[src/rtl/up5bit_counter_sched.sv]
// Round-robin scheduler sharing one 5-bit up-counter among NREQ requesters.
// Define UP5_SCHED_FIXED_PRIO_EN for fixed priority (lowest index wins).
module up5bit_counter_sched #(
  parameter int NREQ = 4,
  parameter int OW   = $clog2(NREQ)
) (
  input  logic              clk,
  input  logic              reset,
  input  logic [NREQ-1:0]   req,
  input  logic [5*NREQ-1:0] len,
  output logic [NREQ-1:0]   gnt,
  output logic [NREQ-1:0]   done,
  output logic [4:0]        cnt,
  output logic [OW-1:0]     owner,
  output logic              busy,
  output logic [1:0]        dbg_state
);

  // Handshake: a requester holds req[i] high from request until the cycle
  // after its done[i] pulse; dropping req[owner] during COUNT aborts the
  // window. gnt/done/cnt/owner/busy are all flop outputs.

  typedef enum logic [1:0] {
    ST_IDLE  = 2'd0,
    ST_COUNT = 2'd1,
    ST_DONE  = 2'd2
  } state_t;

  state_t            state_q, state_d;
  logic [NREQ-1:0]   gnt_q, gnt_d;
  logic [NREQ-1:0]   done_q, done_d;
  logic [4:0]        cnt_q, cnt_d;
  logic [4:0]        len_q, len_d;
  logic [OW-1:0]     owner_q, owner_d;
  logic [OW-1:0]     ptr_q, ptr_d;
  logic              busy_q, busy_d;

  logic              win_found;
  logic [OW-1:0]     win_idx;

  // Search from ptr+1 upward with wrap; iterating backwards lets the
  // nearest set bit overwrite farther ones.
  always_comb begin
    int tmp;
    win_found = 1'b0;
    win_idx   = '0;
    tmp       = 0;
    for (int k = NREQ; k >= 1; k--) begin
      tmp = int'(ptr_q) + k;
      if (tmp >= NREQ) tmp = tmp - NREQ;
      if (req[tmp]) begin
        win_found = 1'b1;
        win_idx   = OW'(tmp);
      end
    end
  end

  always_comb begin
    state_d = state_q;
    gnt_d   = gnt_q;
    done_d  = '0;
    cnt_d   = cnt_q;
    len_d   = len_q;
    owner_d = owner_q;
    ptr_d   = ptr_q;

    unique case (state_q)
      ST_IDLE: begin
        if (win_found) begin
          state_d          = ST_COUNT;
          gnt_d            = '0;
          gnt_d[win_idx]   = 1'b1;
          owner_d          = win_idx;
          ptr_d            = win_idx;
          len_d            = len[5*win_idx +: 5];
          cnt_d            = 5'd0;
        end
      end
      ST_COUNT: begin
        if (!req[owner_q]) begin
          state_d = ST_IDLE;
          gnt_d   = '0;
          cnt_d   = 5'd0;
        end else if (cnt_q == len_q) begin
          state_d          = ST_DONE;
          done_d[owner_q]  = 1'b1;
        end else begin
          cnt_d = cnt_q + 5'd1;
        end
      end
      ST_DONE: begin
        state_d = ST_IDLE;
        gnt_d   = '0;
        cnt_d   = 5'd0;
      end
      default: begin
        state_d = ST_IDLE;
        gnt_d   = '0;
        cnt_d   = 5'd0;
      end
    endcase

`ifdef UP5_SCHED_FIXED_PRIO_EN
    // Pointer pinned at NREQ-1 so every search begins at index 0.
    ptr_d = OW'(NREQ - 1);
`endif

    busy_d = (state_d != ST_IDLE);
  end

  always_ff @(posedge clk or negedge reset) begin
    if (!reset) begin
      state_q <= ST_IDLE;
      gnt_q   <= '0;
      done_q  <= '0;
      cnt_q   <= 5'd0;
      len_q   <= 5'd0;
      owner_q <= '0;
      ptr_q   <= OW'(NREQ - 1);
      busy_q  <= 1'b0;
    end else begin
      state_q <= state_d;
      gnt_q   <= gnt_d;
      done_q  <= done_d;
      cnt_q   <= cnt_d;
      len_q   <= len_d;
      owner_q <= owner_d;
      ptr_q   <= ptr_d;
      busy_q  <= busy_d;
    end
  end

  assign gnt       = gnt_q;
  assign done      = done_q;
  assign cnt       = cnt_q;
  assign owner     = owner_q;
  assign busy      = busy_q;
  assign dbg_state = state_q;

endmodule

[config.mk]
export PLATFORM = sky130hd
export DESIGN_NAME = up5bit_counter_sched
export DESIGN_NICKNAME = d
export VERILOG_FILES = /design/src/rtl/up5bit_counter_sched.sv
export SDC_FILE = /design/constraint.sdc
export NUM_CORES = 1
export LEC_CHECK = 0
export CAP_MARGIN = 20
export CORE_ASPECT_RATIO = 0.6
export CORE_MARGIN = 2
export CORE_UTILIZATION = 46
export CTS_CLUSTER_DIAMETER = 40
export CTS_CLUSTER_SIZE = 25
export DETAILED_ROUTE_END_ITERATION = 8
export GPL_TIMING_DRIVEN = 0
export PLACE_DENSITY = 0.79
export SYNTH_ARGS = -nofsm -noshare
export SYNTH_HDL_FRONTEND = slang
export SYNTH_SLANG_ARGS = --single-unit
export TNS_END_PERCENT = 20
[constraint.sdc]
create_clock -name clk -period 2.2 [get_ports clk]
set_input_delay 0.55 -clock clk [delete_from_list [all_inputs] [get_ports clk]]
set_output_delay 0.55 -clock clk [all_outputs]
set_load 0.03 [all_outputs]
# ---- Word-level counts from Yosys, hierarchy flattened
# Index checks and enable logic that the tools add are counted.
dict set report op_classes {
  n_addsub 9
  multipliers 1
  order_cmp 12
  n_eq_ne 5
  shifts 1
  muxes 44
  reduce_logical 7
}
# cell n
set op_table {}
lappend op_table {{32-bit by 4-bit < comparator with 1-bit output (second input constant)} 4}
lappend op_table {{32-bit two-way mux} 4}
lappend op_table {{4-bit two-way mux} 5}
lappend op_table {{20-bit by 6-bit indexed part select with 5-bit output} 1}
lappend op_table {{1-bit two-way mux} 15}
lappend op_table {{5-bit two-way mux} 3}
lappend op_table {{2-bit two-way mux} 7}
lappend op_table {{3-bit by 3-bit subtractor with 4-bit output (second input constant)} 3}
lappend op_table {{1-bit binary-select mux with 2-bit select} 5}
lappend op_table {{5-bit one-hot mux with 2 select lines} 1}
lappend op_table {{3-bit >= comparator (second input constant)} 3}
lappend op_table {{4-bit one-hot mux with 2 select lines} 1}
lappend op_table {{2-bit by 2-bit adder with 3-bit output (second input constant)} 2}
lappend op_table {{2-bit by 3-bit < comparator with 1-bit output (second input constant)} 2}
lappend op_table {{2-bit AND reduction} 3}
lappend op_table {{5-bit by 1-bit adder with 5-bit output (second input constant)} 1}
lappend op_table {{5-bit == test} 1}
lappend op_table {{3-bit by 2-bit multiplier with 5-bit output (first input constant)} 1}
lappend op_table {{4-bit by 3-bit subtractor with 5-bit output (second input constant)} 1}
lappend op_table {{2-bit by 3-bit adder with 4-bit output (second input constant)} 1}
lappend op_table {{1-bit demux with 2-bit select} 2}
lappend op_table {{2-bit by 1-bit >= comparator with 1-bit output (second input constant)} 2}
lappend op_table {{4-bit by 3-bit >= comparator with 1-bit output (second input constant)} 1}
lappend op_table {{2-bit inequality test (second input constant)} 2}
lappend op_table {{other kinds (7)} 8}
dict set report totals {
  register_bits 25
  inputBits 26
  out_inout_bits 18
  word_cells 87
}

# ---- Depth between registers and ports, before layout
dict set report logic_depth {
  word_depth 16
  depth_mapped 6
  depth_no_buf 6
}

# ---- Worst setup path before layout
# Ideal clock, no wire load.
dict set report synth_timing {
  path_kind {register to register}
  startpoint {register owner_q[1] (netlist: owner[1])}
  endpoint {register cnt_q[2] (netlist: cnt[2])}
  setup_time_ns 0.079
  t_arrival_ns 1.571
  t_required_ns 2.121
  setup_slack_ns 0.549
  stages_incl_launch_ff 6
  path_buffers 0
  period_less_slack_ns 1.651
  path_cell_list {dfrtp_1 nand2_1 o211a_4 o41ai_4 nand2b_1 mux2i_1}
}
dict set report synth_between {
  elab_chain_cells 4
  elab_cells_between_ends 6
  cone_classes {eq/ne: 1; mux: 4; reduce/logical: 1}
}
# item line
set synth_lines {}
lappend synth_lines {{from (decl)} 34} ;# logic [OW-1:0] owner_q, owner_d;
lappend synth_lines {{from (signal assigned)} 127} ;# owner_q <= owner_d;
lappend synth_lines {{1-bit binary-select mux with 2-bit select *} 80} ;# if (!req[owner_q]) begin
lappend synth_lines {{1-bit two-way mux (implied by the code) *} 80}
lappend synth_lines {{5-bit two-way mux / 3-bit inequality test (equally long branches)} n/a}
lappend synth_lines {{5-bit one-hot mux with 2 select lines / 2-bit AND reduction (equally long branches)} n/a}
lappend synth_lines {{to (signal assigned)} 125} ;# cnt_q <= cnt_d;
lappend synth_lines {{to (decl)} 32} ;# logic [4:0] cnt_q, cnt_d;
# Every way passes the cells marked *; elsewhere a longest branch is shown, timed or not. The select of a mux whose other input is x is not followed.
# A chain may end at the register's enable or synchronous reset.

# ---- Final worst setup path
dict set report layout_timing {
  startpoint {input req[1]}
  endpoint {register done_q[1] (netlist: done[1])}
}
dict set report layout_between {
  elab_chain_cells 4
}
# item line
set layout_lines {}
lappend layout_lines {{from (decl)} 9} ;# input logic [NREQ-1:0] req,
lappend layout_lines {{1-bit binary-select mux with 2-bit select} 80}
lappend layout_lines {{1-bit two-way mux (implied by the code)} 80}
lappend layout_lines {{4-bit two-way mux} 80}
lappend layout_lines {{4-bit two-way mux} 67} ;# unique case (state_q)
lappend layout_lines {{via done_d[1]} 31} ;# logic [NREQ-1:0] done_q, done_d;
lappend layout_lines {{to (signal assigned)} 124} ;# done_q <= done_d;
lappend layout_lines {{to (decl)} 31}
# The timed path passes the listed nets, and every way through them passes these cells. The select of a mux whose other input is x is not followed.

==> results.sh <==
export IMPL_run_status="complete, no violations"
export IMPL_overflow=0
export IMPL_worst_hold_path_type="reg -> reg"
export IMPL_path_cells="clkdlybuf4s50_1 -> inv_2 -> o211a_4 -> nor4_4 -> nand2_1 -> inv_2 -> and3_1"
export IMPL_die_height_um=46.5
export IMPL_fin_crit_ns=2.11
export IMPL_cts_tree="yes"
export IMPL_whs_ns=0.514
export IMPL_final_common_cell="clkdlybuf4s50_1"
export IMPL_clk_latency_ns=0.27
export IMPL_p_seq_frac=0.350
export IMPL_dp_cells=220
export IMPL_die_w_um=74.9
export IMPL_slew_viol_final=0
export IMPL_die_area_um2=3480
export IMPL_via_per_inst=5.35
export IMPL_cts_sinks=25
export IMPL_htree_levels=1
export IMPL_ys_seq_elements=25
export IMPL_p_switching_w=0.00100
export IMPL_grt_usage=0.210
export IMPL_layout_common_cells="43 x clkdlybuf4s50_1, 23 x dfrtp_1, 14 x a211oi_1"
export IMPL_postRouteWirelength_mm=3.25
export IMPL_grt_max_degree=26
export IMPL_path_max_fanout=7
export IMPL_fin_crit_sh=0.958
export IMPL_num_rows=15
export IMPL_slew_headroom=0.528
export IMPL_area_delta_synth_final_pct=42.1
export IMPL_gp_congestion=0.797
export IMPL_clock_power_share=0.117
export IMPL_synth_fp_nets=162
export IMPL_rsz0062_at_grt="no"
export IMPL_clockBufferDepth=2
export IMPL_worst_slew_pin_slew_ns=0.703
export IMPL_end_kind="register"
export IMPL_internal_power_w=0.00128
export IMPL_path_common_cell="inv_2"
export IMPL_instances_no_fill=226
export IMPL_drt_iter0_markers=74
export IMPL_cp_required_ns=2.41
export IMPL_drc_errors=0
export IMPL_post_dp_hpwl_mm=2.44
export IMPL_p_sw_frac=0.439
export IMPL_setup_viol=0
export IMPL_synth_top_family_by_area="compound AO/OA/AOI/OAI gates"
export IMPL_hold_violations=0
export IMPL_cp_slowest_cell="clkdlybuf4s50_1"
export IMPL_io_buffers=43
export IMPL_grt_pass1_wl_mm=5.29
export IMPL_synthMuxAreaShare=0.0722
export IMPL_cpPeakStageDelay_ns=0.54
export IMPL_synth_warning_count=0
export IMPL_syn_area_per_cell_um2=10.3
export IMPL_vias=1210
export IMPL_r2r_setup_slack_ns=0.36
export IMPL_synth_cell_types=39
export IMPL_p_per_area_nw_per_um2=1160
export IMPL_path_class="in -> reg"
export IMPL_cap_violations=0
export IMPL_num_io_pins=44
export IMPL_crit_family="simple AND/OR/NAND/NOR gates"
export IMPL_antenna_found_initial=0
export IMPL_clk_pin_slew_ns=0.08
export IMPL_ys_seq_area_frac=0.453
export IMPL_wl_per_cell_um=14.4
export IMPL_synth_simple_gate_area_share=0.171
export IMPL_path_buf_inv=3
export IMPL_grt_pass1_vias=1175
export IMPL_crit_arrival_ns=2.32
export IMPL_fin_nets=212
export IMPL_initial_utilization=0.483
export IMPL_synth_compound_area_share=0.228
export IMPL_comb_power_share=0.534
export IMPL_synth_xor_area_frac=0.0316
export IMPL_synthAdderAreaFrac=0.00903
export IMPL_layout_drive_gt1_share=0.120
export IMPL_syn_area_um2=1390
export IMPL_clockRootBuffer="clkbuf_8"
export IMPL_critPathLaunchType="primary input"
export IMPL_dr_pass1_iters=4
export IMPL_ant_nets=0
export IMPL_n_antenna_cell=0
export IMPL_core_um2=2870
export IMPL_numCtsBuffers=3
export IMPL_postSynthCellCount=135
export IMPL_tns_ns=0
export IMPL_peakVddDrop_v=0.000612
export IMPL_fmax_mhz=474
export IMPL_clock_skew_ns=0.00513
export IMPL_p_leak_nw=0.817
==> cells by family (layout without fill, tap and decap cells) <==
kind of cell | Yosys count | in the layout
flip-flops | 25 | 25
adder cells (fa/ha/maj) | 1 | 1
AO/OA/AOI/OAI | 37 | 37
AND/OR/NAND/NOR | 44 | 44
XOR/XNOR | 5 | 5
buffers and inverters | 13 | 62
multiplexers | 10 | 10
==> power groups by stage <==
stage	Clock (W)	Sequential [W]	Combinational (W)
floorplan	0	0.000944	0.000630
global placement	0	0.000793	0.00114
detailed placement	0	0.000805	0.00117
CTS	0.000278	0.000800	0.00117
global route	0.000296	0.000828	0.00132
finish	0.000267	0.000800	0.00122
==> worst reg2reg max path, cell delays in order (launching register included) <==
cell and delay (ns):
dfstp_2 0.60, mux2i_1 0.23, o22ai_2 0.19, a21oi_4 0.34, mux2i_1 0.13, a211oi_1 0.26
==> final cells by class <==
type	count	area [µm²]
Fill cell	218	902
Clock buffer	4	45.0
Buffer	1	3.75
Sequential cell	25	628
Tap cell	42	52.6
Multi-Input combinational cell	97	729
Inverter	12	45.0
Timing Repair Buffer	45	465
==> metal layers <==
metal,GRT usage,share of wire,vias to the layer above
met2,0.335,0.46,47
met4,0.0679,0.017,0
met3,0.0613,0.060,7
li1,-,-,590
met1,0.277,0.47,566
met5,0,0,-
==> per-stage QoR <==
| stage | setup slack (ns) | power, W | util | area, µm² |
|---|---|---|---|---|
| floorplan | 0.549 | 0.00157 | - | 1390 |
| global placement | -0.127 | 0.00193 | 0.651 | 1870 |
| detailed placement | -0.213 | 0.00197 | 0.651 | 1870 |
| CTS | 0.0807 | 0.00225 | 0.667 | 1910 |
| global route | 0.00340 | 0.00244 | 0.686 | 1970 |
| finish | 0.0916 | 0.00229 | 0.686 | 1970 |
==> registers in the layout (all words and copies together) (netlist names) <==
name / cells
cnt: 5
len_q: 5
done: 4
gnt: 4
dbg_state: 2
owner: 2
ptr_q: 2
busy: 1
==> synth_stat cells (all sizes together) <==
master / count / area share
a21oi: 7 / 0.033
clkbuf: 1 / 0.0027
a31oi: 1 / 0.0045
nand2b: 7 / 0.033
a22o: 2 / 0.013
o22ai: 2 / 0.014
nand4: 2 / 0.0090
mux2i: 10 / 0.072
xor2: 2 / 0.013
and2: 1 / 0.0045
a21o: 1 / 0.0063
xnor2: 3 / 0.019
or2: 1 / 0.0045
nand2: 12 / 0.032
and2b: 1 / 0.0054
o32a: 1 / 0.0072
a21boi: 1 / 0.0054
nor3: 4 / 0.014
o211a: 1 / 0.013
ha: 1 / 0.0090
dfstp: 2 / 0.038
nand3: 2 / 0.0072
nor4: 2 / 0.020
nor2: 8 / 0.022
inv: 12 / 0.032
o21ai: 4 / 0.023
and3: 3 / 0.014
nor2b: 1 / 0.0045
o41ai: 1 / 0.020
a211oi: 16 / 0.090
dfrtp: 23 / 0.42
==> timing repair <==
action / CTS / global route
buffers inserted: 0 / 1
hold buffers: 0 / 0
resized for setup: 0 / 4
setup endpoints to repair: 0 / 12
==> worst paths after layout <==
path                                           start                    to  cells past startpoint
worst max register to register  ptr_q[1]$_DFFE_PN1P_  len_q[1]$_DFFE_PN0P_                      5
max in group asynchronous                      reset  ptr_q[0]$_DFFE_PN1P_                      2
worst min-delay path              gnt[2]$_DFFE_PN0P_    gnt[2]$_DFFE_PN0P_                      2
min in group asynchronous                      reset     done[2]$_DFF_PN0_                      1
worst max-delay path                          req[1]     done[1]$_DFF_PN0_                      7
worst min register to register    gnt[2]$_DFFE_PN0P_    gnt[2]$_DFFE_PN0P_                      2
No activity file was read; power rests on OpenSTA's default activity.
